## src/rtl/fp_sub_stream_ctrl.sv

```systemverilog
// ---------------------------------------------------------------------------
// fp_sub_stream_ctrl
//
// Valid/ready streaming wrapper around a fixed-latency, non-stallable
// floating-point subtractor pipeline (FP_subtractor_13ccs). Operand pairs are
// forwarded combinationally to the external pipe; a one-bit tag per pipe
// stage tracks which cycles carry a real issue. When a tagged slot leaves the
// pipe, the result is written unconditionally into a result FIFO.
//
// A credit counter sized to the FIFO depth throttles issue, so every
// in-flight result is guaranteed a FIFO slot. Downstream backpressure
// therefore never drops a result even though the pipe itself cannot stall.
//
// Ports
//   clock      in   1            single clock, rising edge
//   reset      in   1            asynchronous, active-high, clears all state
//   in_valid   in   1            operand pair valid
//   in_ready   out  1            a pair can be accepted this cycle
//   in_a       in   WIDTH        minuend
//   in_b       in   WIDTH        subtrahend
//   sub_a      out  WIDTH        to subtractor io_in_a (copy of in_a)
//   sub_b      out  WIDTH        to subtractor io_in_b (copy of in_b)
//   sub_s      in   WIDTH        from subtractor io_out_s
//   out_valid  out  1            out_s holds a valid difference
//   out_ready  in   1            consumer accepts out_s
//   out_s      out  WIDTH        difference a-b, FIFO head
//   occupancy  out  log2(D)+1    in-flight results + stored results
//
// Parameters
//   WIDTH    operand/result width
//   LATENCY  cycles from sub_a/sub_b to sub_s, >= 1
//   DEPTH    result FIFO entries, power of two, >= LATENCY and >= 2
// ---------------------------------------------------------------------------
module fp_sub_stream_ctrl #(
    parameter int WIDTH   = 32,
    parameter int LATENCY = 13,
    parameter int DEPTH   = 16
) (
    input  logic                     clock,
    input  logic                     reset,

    input  logic                     in_valid,
    output logic                     in_ready,
    input  logic [WIDTH-1:0]         in_a,
    input  logic [WIDTH-1:0]         in_b,

    output logic [WIDTH-1:0]         sub_a,
    output logic [WIDTH-1:0]         sub_b,
    input  logic [WIDTH-1:0]         sub_s,

    output logic                     out_valid,
    input  logic                     out_ready,
    output logic [WIDTH-1:0]         out_s,

    output logic [$clog2(DEPTH):0]   occupancy
);

    // Pointer index width and counter width (one extra bit).
    localparam int PW = $clog2(DEPTH);
    localparam int CW = PW + 1;

    localparam logic [CW-1:0] CREDITS_FULL = CW'(DEPTH);

    // ------------------------------------------------------------------
    // State
    // ------------------------------------------------------------------
    logic [LATENCY-1:0] tag_q, tag_d;
    logic [CW-1:0]      wr_ptr_q, wr_ptr_d;
    logic [CW-1:0]      rd_ptr_q, rd_ptr_d;
    logic [CW-1:0]      credits_q, credits_d;
    logic [WIDTH-1:0]   mem_q [DEPTH];

    // ------------------------------------------------------------------
    // Handshakes and status
    // ------------------------------------------------------------------
    logic fire_in;
    logic fire_out;
    logic capture;
    logic fifo_empty;

    // The operands go straight to the pipe; the pipe samples them every
    // cycle, and only the tag decides whether the slot is a real issue.
    assign sub_a = in_a;
    assign sub_b = in_b;

    // in_ready depends on registers only, so there is no in_valid->in_ready
    // combinational path for the producer to close into a loop.
    assign in_ready = (credits_q != '0);
    assign fire_in  = in_valid & in_ready;

    // The oldest tag stage marks the cycle in which sub_s carries the result
    // of a real issue.
    assign capture = tag_q[LATENCY-1];

    // Extra pointer MSB: equal pointers mean empty, equal index with
    // differing MSB means full.
    assign fifo_empty = (wr_ptr_q == rd_ptr_q);
    assign out_valid  = ~fifo_empty;
    assign fire_out   = out_valid & out_ready;
    assign out_s      = mem_q[rd_ptr_q[PW-1:0]];

    // Every credit not held represents a result either in the pipe or in
    // the FIFO.
    assign occupancy = CREDITS_FULL - credits_q;

    // ------------------------------------------------------------------
    // Next state
    // ------------------------------------------------------------------
    // NOTE: every variable assigned here gets a default first, so no path
    // through the block can leave it unassigned and infer a latch.
    always_comb begin
        tag_d    = '0;
        wr_ptr_d = wr_ptr_q;
        rd_ptr_d = rd_ptr_q;
        credits_d = credits_q;

        // The tag pipe never stalls, mirroring the external subtractor.
        tag_d[0] = fire_in;
        for (int i = 1; i < LATENCY; i++) begin
            tag_d[i] = tag_q[i-1];
        end

        if (capture) begin
            wr_ptr_d = wr_ptr_q + CW'(1);
        end
        if (fire_out) begin
            rd_ptr_d = rd_ptr_q + CW'(1);
        end

        // Issue consumes a credit, pop returns one; both together cancel.
        unique case ({fire_in, fire_out})
            2'b10:   credits_d = credits_q - CW'(1);
            2'b01:   credits_d = credits_q + CW'(1);
            default: credits_d = credits_q;
        endcase
    end

    // ------------------------------------------------------------------
    // Control registers
    // ------------------------------------------------------------------
    // NOTE: sequential state uses non-blocking assignments so that every
    // register samples the pre-edge value of every other register.
    always_ff @(posedge clock or posedge reset) begin
        if (reset) begin
            // Clearing the tags discards results of pre-reset issues that
            // are still travelling through the external pipe.
            tag_q     <= '0;
            wr_ptr_q  <= '0;
            rd_ptr_q  <= '0;
            credits_q <= CREDITS_FULL;
        end else begin
            tag_q     <= tag_d;
            wr_ptr_q  <= wr_ptr_d;
            rd_ptr_q  <= rd_ptr_d;
            credits_q <= credits_d;
        end
    end

    // ------------------------------------------------------------------
    // Result storage
    // ------------------------------------------------------------------
    // NOTE: the storage array is reset because out_s exposes the head entry
    // directly and must read as zero after reset; with only DEPTH words this
    // is a handful of flops, not a RAM macro.
    always_ff @(posedge clock or posedge reset) begin
        if (reset) begin
            for (int i = 0; i < DEPTH; i++) begin
                mem_q[i] <= '0;
            end
        end else if (capture) begin
            // Written unconditionally: credits guarantee a free slot, and a
            // pop in the same cycle only frees the head, never this slot.
            mem_q[wr_ptr_q[PW-1:0]] <= sub_s;
        end
    end

endmodule
```

## config.mk

```make
export PLATFORM = sky130hd
export DESIGN_NAME = fp_sub_stream_ctrl
export DESIGN_NICKNAME = d
export VERILOG_FILES = /design/src/rtl/fp_sub_stream_ctrl.sv
export SDC_FILE = /design/constraint.sdc
export NUM_CORES = 1
export LEC_CHECK = 0
export CAP_MARGIN = 15
export CORE_UTILIZATION = 34
export DETAILED_ROUTE_END_ITERATION = 12
export GPL_ROUTABILITY_DRIVEN = 1
export PLACE_DENSITY_LB_ADDON = 0.1
export RECOVER_POWER = 100
export SLEW_MARGIN = 0
export SYNTH_ARGS = -nofsm -noshare
export SYNTH_HDL_FRONTEND = slang
export SYNTH_SLANG_ARGS = --single-unit
```

## constraint.sdc

```tcl
create_clock -name clock -period 20.2 [get_ports clock]
set_input_delay 3.03 -clock clock [delete_from_list [all_inputs] [get_ports clock]]
set_output_delay 3.03 -clock clock [all_outputs]
set_load 0.02 [all_outputs]
```

**Word level (Yosys, flattened, before mapping)**

Cells that the tools add are included.

- Bits in registers: 540
- Output and inout port bits: 103
- Word-level logic and storage cells: 46

- Add/subtract/negate cells: 5
- Reduce and logical (&&, ||, !) cells: 3
- Bitwise gates (word level): 5
- Mux-type cells: 7
- Magnitude comparators: 3
- Equal/unequal tests: 3

Operator list:

| kind | count |
|---|---|
| 512-bit bitwise mux | 1 |
| 32-bit binary-select mux with 4-bit select | 1 |
| 32-bit demux with 4-bit select | 1 |
| 32-bit 2-to-1 mux | 3 |
| 5-bit by 1-bit adder with 5-bit output (second input constant) | 3 |
| 5-bit >= comparator (second input constant) | 2 |
| 4-bit inverter with 5-bit output | 2 |
| 5-bit case mux with 2 select lines | 1 |
| 5-bit == test | 1 |
| 5-bit by 1-bit < comparator with 1-bit output (second input constant) | 1 |
| 5-bit nonzero test | 1 |
| 5-bit by 1-bit subtractor with 5-bit output (second input constant) | 1 |
| 5-bit subtractor (first input constant) | 1 |
| 1-bit bitwise AND | 2 |
| 2-bit by 1-bit == test with 1-bit output (second input constant) | 1 |
| 2-bit == test (second input constant) | 1 |
| 2-bit nonzero test | 1 |
| 1-bit logical AND | 1 |
| 1-bit inverter | 1 |

**Logic depth before layout (Yosys ltp)**

Gate-level depths: netlist of the first run.

- Depth in word-level cells: 6
- Depth in mapped cells: 13

**Least setup slack after synthesis of the first run**

Ideal clock, no wire load.

- Kind: input to output
- Start: input in_a[0]
- End: output sub_a[0]
- Cell stages on the path: 1
- Arrival time: 3.164 ns
- Setup slack: 14.006 ns
- Buffers on the path: 1
- Data required time: 17.170 ns
- Path through: buf_4

RTL lines:

| element | RTL line | source |
|---|---|---|
| start, declared | 44 | `input logic [WIDTH-1:0] in_a,` |
| end, declared | 47 | `output logic [WIDTH-1:0] sub_a,` |

No word-level cell between the ends.

**Worst setup path after layout of the first run**

- Start: register rd_ptr_q[0]
- End: output out_s[31]

- Longest elaborated chain between the ends: 4

Ends and longest elaborated chain:

| element | RTL line | source |
|---|---|---|
| start, declared | 69 | `logic [CW-1:0] rd_ptr_q, rd_ptr_d;` |
| start signal, assigned | 154 | `rd_ptr_q <= rd_ptr_d;` |
| 4-bit inverter with 5-bit output (implied by the code) | 100 | `assign out_s = mem_q[rd_ptr_q[PW-1:0]];` |
| 32-bit binary-select mux with 4-bit select | 100 |  |
| 32-bit 2-to-1 mux (implied by the code) (2 in series) | 100 |  |
| end, declared | 53 | `output logic [WIDTH-1:0] out_s,` |

No other way between the ends. The select of a mux whose other input is x is not followed.

==> metrics.yaml, run 1 <==
status: "finished, violations left"
violations: "capacitance limit, slew limit"
p_leak_nw: 11.7
path_cells: "clkbuf_1 -> nor2b_4 -> clkbuf_1 -> a22oi_1 -> mux2i_1 -> o21ai_0 -> dlygate4sd3_1"
totalWireLength_um: 66600
dr.pass1.iters: 4
initial_core_util_pct: 34.4
dp_hpwl_um: 35100
pin_count: 203
final_cells: 2614
cts_tree: "done"
crit_fanout: 44
hold_end: "tag_q[4]"
place_area_um2: 26100
synth_seq_cells: 540
min_period_ns: 11.03
min_from: "tag_q[3]"
synth_fp_nets: 1751
synth_area_um2: 25000
ir_worst_vdd_v: 0.0000513
worst_setup_path_start_kind: "flop"
htreeDepth: 3
cts_buffers: 66
antenna_found_initial: 3
netlist.area_leader.share_pct: 53.9
synthFlopType: "dfrtp_1"
timing.fmax_ghz: 0.0907
pre_cts_slack_ns: 12.87
worstSkewPairLatency_ns: 0.60
final_common_cell: "dfrtp_1"
final_layout_size_suffix_gt1_share_pct: 43.7
critPathKind: "flop to primary output"
critPathSlowestCell: "clkbuf_1"
ys_types: 38
drc: 0
cp.arrival_ns: 8.00
setup-violations-final: 0
track_usage_pct: 18.5
r2r-end: "credits_q[4]"
place_inst: 2499
setup_tns_ns: 0
ctsHoldBuffers: 0
port_buffers: 74
endpoint_kind: "primary output"
min_path_type: "flop to flop"
whs_ns: 0.340
rows: 99
finClkSkew_ns: 0.0218
cts.repair.resized: 0
timing.final.ws_setup_ns: 9.17
cts_setup_buffers: 0
cts.sinks: 540
grt_pass1_vias: 15318
design_area_um2: 28100
vias: 13866
async_flop_share_pct: 100
r2r_slack_ns: 13.34
period_share_pct: 54.6
fp.dieH_um: 273
cp_common_cell: "clkbuf_1"
ys_warn_count: 0
cts_buffer_depth: 3
core_um2: 72800
grt_pass1_wl_um: 102000
clk_pin_slew_ns: 0.06
cp_data_required_time_ns: 17.17
slew_headroom_pct: -281
avgViaCountPerCell: 5.30
cpPeakStageDelay_ns: 3.09
hold_viol_final: 0
yosysTopAreaCell: "dfrtp_1"
layout_common_cells: "537 x dfrtp_1, 486 x mux2_2, 97 x mux2i_1"
die_w_um: 273
syn-instance-count: 1639
hold_depth: 0
critPathLaunch: "rd_ptr_q[0]"
worstMarginPinSlew_ns: 5.68
cap_violations: 7
syn_to_final_growth_pct: 12.5
postRouteAntennaNets: 0
synth_area_per_cell_um2: 15.3
r2r_start: "rd_ptr_q[0]"
wl_per_cell_um: 25.5
grt.overflow.total: 0
nets: 1721
ys_seq_area_share_pct: 54.0
dieArea_um2: 74700
worst_r2r_path_depth: 12
clockRootBuffer: "clkbuf_16"
p_per_area_nw_per_um2: 84.9
drt_iter0_drc: 696
grt_start_max_net_pins: 125
ys_top_cells_by_area: "dfrtp_1 54%, mux2_2 22%, mux4_2 8.6%"
rsz0062_at_grt: "false"
place_congestion: 0.699
slew_violations: 441
synth-edff-count: 0
worst max path at each step:
stage / end / depth (start not counted)
2_1_floorplan: credits_q[0] / 1
3_3_place_gp: out_s[31] / 6
3_5_place_dp: out_s[31] / 6
4_1_cts: out_s[31] / 6
5_1_grt: mem_q[425] / 5
6_report: out_s[31] / 7
Yosys cell counts, types with 7 or more instances:
| cell | count |
|---|---|
| mux2_1 | 28 |
| o21ai_1 | 20 |
| clkbuf_1 | 47 |
| buf_2 | 71 |
| mux2i_1 | 97 |
| a22oi_1 | 32 |
| mux2_2 | 486 |
| buf_4 | 78 |
| a32oi_1 | 32 |
| inv_1 | 12 |
| xnor2_1 | 17 |
| o21ai_0 | 16 |
| nand3_1 | 7 |
| dfrtp_1 | 539 |
| mux4_2 | 96 |
| buf_6 | 7 |
| ha_1 | 11 |
| nand2_1 | 7 |
stage by stage:
stage,total power [mW],utilization (%)
4_1_cts,2.44,38.7
3_3_place_gp,1.25,35.8
3_5_place_dp,1.26,35.8
5_1_grt,2.49,38.6
2_1_floorplan,1.24,-
6_report,2.39,38.6
final cells by class:
cell class	count	area, um2
multi-input combinational	882	10300
tap	959	1200
clock inverter	12	124
antenna	1	2.50
sequential	540	13500
inverter	12	46.3
clock buffer	101	1970
fill	6822	44700
timing repair buffer	107	975
worst max-delay path, delay by kind of cell, from the launching register on:
family / cells / cell delay [ns]
AOI/OAI and AO/OA: 2 / 1.21
buffers and inverters: 3 / 5.06
and+or+nand+nor: 1 / -0.09
muxes: 1 / 0.13
DFF: 1 / 1.09
logic make-up after synthesis:
family	after synthesis	synth area share, %
mux	707	35.7
compound gates	107	3.00
buf+inv	217	5.04
xor+xnor	19	0.665
fa+ha+maj	12	0.630
simple gates	37	1.01
flops	540	54.0
sequential cells by signal, summed over array words and instances, names as in the netlist:
signal     count
wr_ptr_q       5
mem_q        512
tag_q         13
credits_q      5
rd_ptr_q       5
power breakdown:
group,switching (mW),internal [mW]
logic,0.0491,0.0447
registers,0.0187,1.12
clock network,0.460,0.694
metal layers:
| layer | GRT usage [%] | vias to the layer above | wire, um |
|---|---|---|---|
| met1 | 25.7 | 7597 | 31100 |
| met5 | 0.257 | - | 35 |
| met3 | 3.48 | 81 | 2700 |
| met2 | 29.4 | 246 | 31600 |
| met4 | 5.06 | 6 | 1160 |
| li1 | - | 5936 | - |
Power figures use the tool's default switching activity.
==> inputs of run 2 (changes only) <==
clock period = 10.55 ns   (was 20.2 ns; I/O delays follow)
==> run 2 against run 1 <==
  * The flow still finishes with violations (capacitance limit, slew limit)
  * Largest cell class unchanged
  * Sequential share of layout area rose by 0.091 points
  * Sequential cell count did not move
  * Via count fell by 0.23%
  * Global-route usage fell by 0.36 points
  * Power rose by 93%
  * First-iteration DRC count rose by 5.7%
  * Worst hold slack improved by 0.0044 ns
  * Highest routed layer unchanged
  * Clock power rose by 97%
  * Combinational power rose by 93%
  * Critical path depth fell by 2
  * Setup slack got worse by 6.2 ns
  * Utilization fell by 0.062 points
==> metrics.yaml, run 2 (synthesized netlist as in run 1, its figures left out) <==
rows: 99  # unchanged
layout_common_cells: "536 x dfrtp_1, 486 x mux2_2, 97 x mux2i_1"  # was 537 x dfrtp_1, 486 x mux2_2, 97 x mux2i_1
whs_ns: 0.345  # was 0.340 ns
htreeDepth: 3  # unchanged
slew_headroom_pct: -208  # was -281%
cap_violations: 20  # was 7
min_period_ns: 7.62
finClkSkew_ns: 0.0187  # was 0.0218 ns
slew_violations: 689  # was 441
syn_to_final_growth_pct: 12.3  # was 12.5%
place_congestion: 0.691  # was 0.699
min_path_type: "flop to flop"  # unchanged
cts_setup_buffers: 0  # unchanged
crit_end: "out_s[31]"  # unchanged
pin_count: 203  # unchanged
wl_per_cell_um: 25.1  # was 25.5 um
ctsHoldBuffers: 0  # unchanged
worst_r2r_path_depth: 12  # unchanged
rsz0062_at_grt: "false"  # unchanged
p_leak_nw: 11.6  # was 11.7 nW
grt_pass1_vias: 15027  # was 15318
avgViaCountPerCell: 5.28  # was 5.30
critPathKind: "flop to primary output"  # unchanged
violations: "capacitance limit, slew limit"  # unchanged
worstSkewPairLatency_ns: 0.59  # was 0.60 ns
worstMarginPinSlew_ns: 4.62  # was 5.68 ns
ir_worst_vdd_v: 0.000108  # was 0.0000513 V
endpoint_kind: "primary output"  # unchanged
dieArea_um2: 74700  # unchanged
track_usage_pct: 18.1  # was 18.5%
r2r_slack_ns: 4.28  # was 13.34 ns
grt_start_max_net_pins: 180  # was 125
critPathLaunch: "rd_ptr_q[0]"  # unchanged
cts_tree: "done"  # unchanged
final_common_cell: "dfrtp_1"  # unchanged
regMostFlops: "mem_q"  # unchanged
setup_tns_ns: 0  # unchanged
totalWireLength_um: 65700  # was 66600 um
cp.arrival_ns: 6.04  # was 8.00 ns
fp.dieH_um: 273  # unchanged
initial_core_util_pct: 34.4  # unchanged
fillers: 6852  # was 6822
clk_pin_slew_ns: 0.05  # was 0.06 ns
cp_data_required_time_ns: 8.97  # was 17.17 ns
core_um2: 72800  # unchanged
setup-violations-final: 0  # unchanged
cts_buffer_depth: 3  # unchanged
vias: 13834  # was 13866
final_layout_size_suffix_gt1_share_pct: 42.3  # was 43.7%
timing.fmax_ghz: 0.131
dp_hpwl_um: 36300  # was 35100 um
finalPower_mw: 4.62  # was 2.39 mW
grt.overflow.total: 0  # unchanged
antenna_found_initial: 3  # unchanged
drc: 0  # unchanged
drt_iter0_drc: 736  # was 696
status: "finished, violations left"  # unchanged
r2r-end: "credits_q[4]"  # unchanged
cts.repair.resized: 0  # unchanged
largest_register_ffs: 512  # unchanged
hold_viol_final: 0  # unchanged
worst_setup_path_start_kind: "flop"  # unchanged
largestRegisters: "mem_q: 512 flops, tag_q: 13 flops"  # unchanged
period_share_pct: 72.2
dr.pass1.iters: 5  # was 4
crit_fanout: 44  # unchanged
postRouteAntennaNets: 0  # unchanged
clockRootBuffer: "clkbuf_16"  # unchanged
cts.sinks: 540  # unchanged
cts_buffers: 66  # unchanged
port_buffers: 74  # unchanged
nets: 1723  # was 1721
die_w_um: 273  # unchanged
p_per_area_nw_per_um2: 164  # was 84.9 nW/um2
grt_pass1_wl_um: 100000  # was 102000 um
r2r_start: "rd_ptr_q[0]"  # unchanged
run 2: final cells by class:
class                           count  area (um2)  share of cell area [%]
Clock buffer                      104        1990                    7.09
Tap cell                          959        1200                    4.27
Inverter                           12        48.8                   0.174
Clock inverter                     11         159                   0.566
Antenna cell                        2        5.00                  0.0178
Timing Repair Buffer              109         947                    3.37
Sequential cell                   540       13500                    48.1
Multi-Input combinational cell    882       10200                    36.4
run 2: layer usage:
layer,GRT usage (%),vias to the layer above,share of wire (%),wire [um]
li1,-,5966,-,-
met1,24.6,7565,46,30100
met2,30.2,216,50,32600
met3,3.11,83,2.8,1870
met4,4.16,4,1.7,1110
met5,0,-,0.044,29
run 2: through the flow:
| step | area, um2 | worst slack [ns] | instances | util, % |
|---|---|---|---|---|
| floorplan | 25000 | 1.62 | 1639 | - |
| global placement | 26100 | 4.97 | 2501 | 35.9 |
| detailed placement | 26100 | 4.98 | 2502 | 35.9 |
| CTS | 28300 | 4.35 | 2617 | 38.8 |
| global route | 28100 | 2.28 | 2617 | 38.6 |
| finish | 28100 | 2.93 | 2619 | 38.6 |
run 2: worst min-delay path by stage:
stage | from | endpoint | slack (ns) | depth (start not counted)
floorplan | tag_q[9] | tag_q[10] | 0.33 | 0
global placement | tag_q[10] | tag_q[11] | 0.33 | 0
detailed placement | tag_q[5] | tag_q[6] | 0.34 | 0
CTS | tag_q[5] | tag_q[6] | 0.35 | 0
global route | tag_q[5] | tag_q[6] | 0.36 | 0
finish | tag_q[5] | tag_q[6] | 0.34 | 0
run 2: worst max-delay path: stages (launching register included):
cell,delay [ns]
dfrtp_4,1.08
clkbuf_1,2.49
mux4_2,0.76
a32oi_1,0.18
o21ai_0,0.20
dlygate4sd3_1,0.73
run 2: power by group:
| part | leakage (nW) | internal, mW | total [mW] | switching [mW] |
|---|---|---|---|---|
| Combinational | 3.89 | 0.0855 | 0.181 | 0.0956 |
| Sequential | 6.65 | 2.15 | 2.18 | 0.0345 |
| Clock | 1.05 | 1.39 | 2.26 | 0.868 |
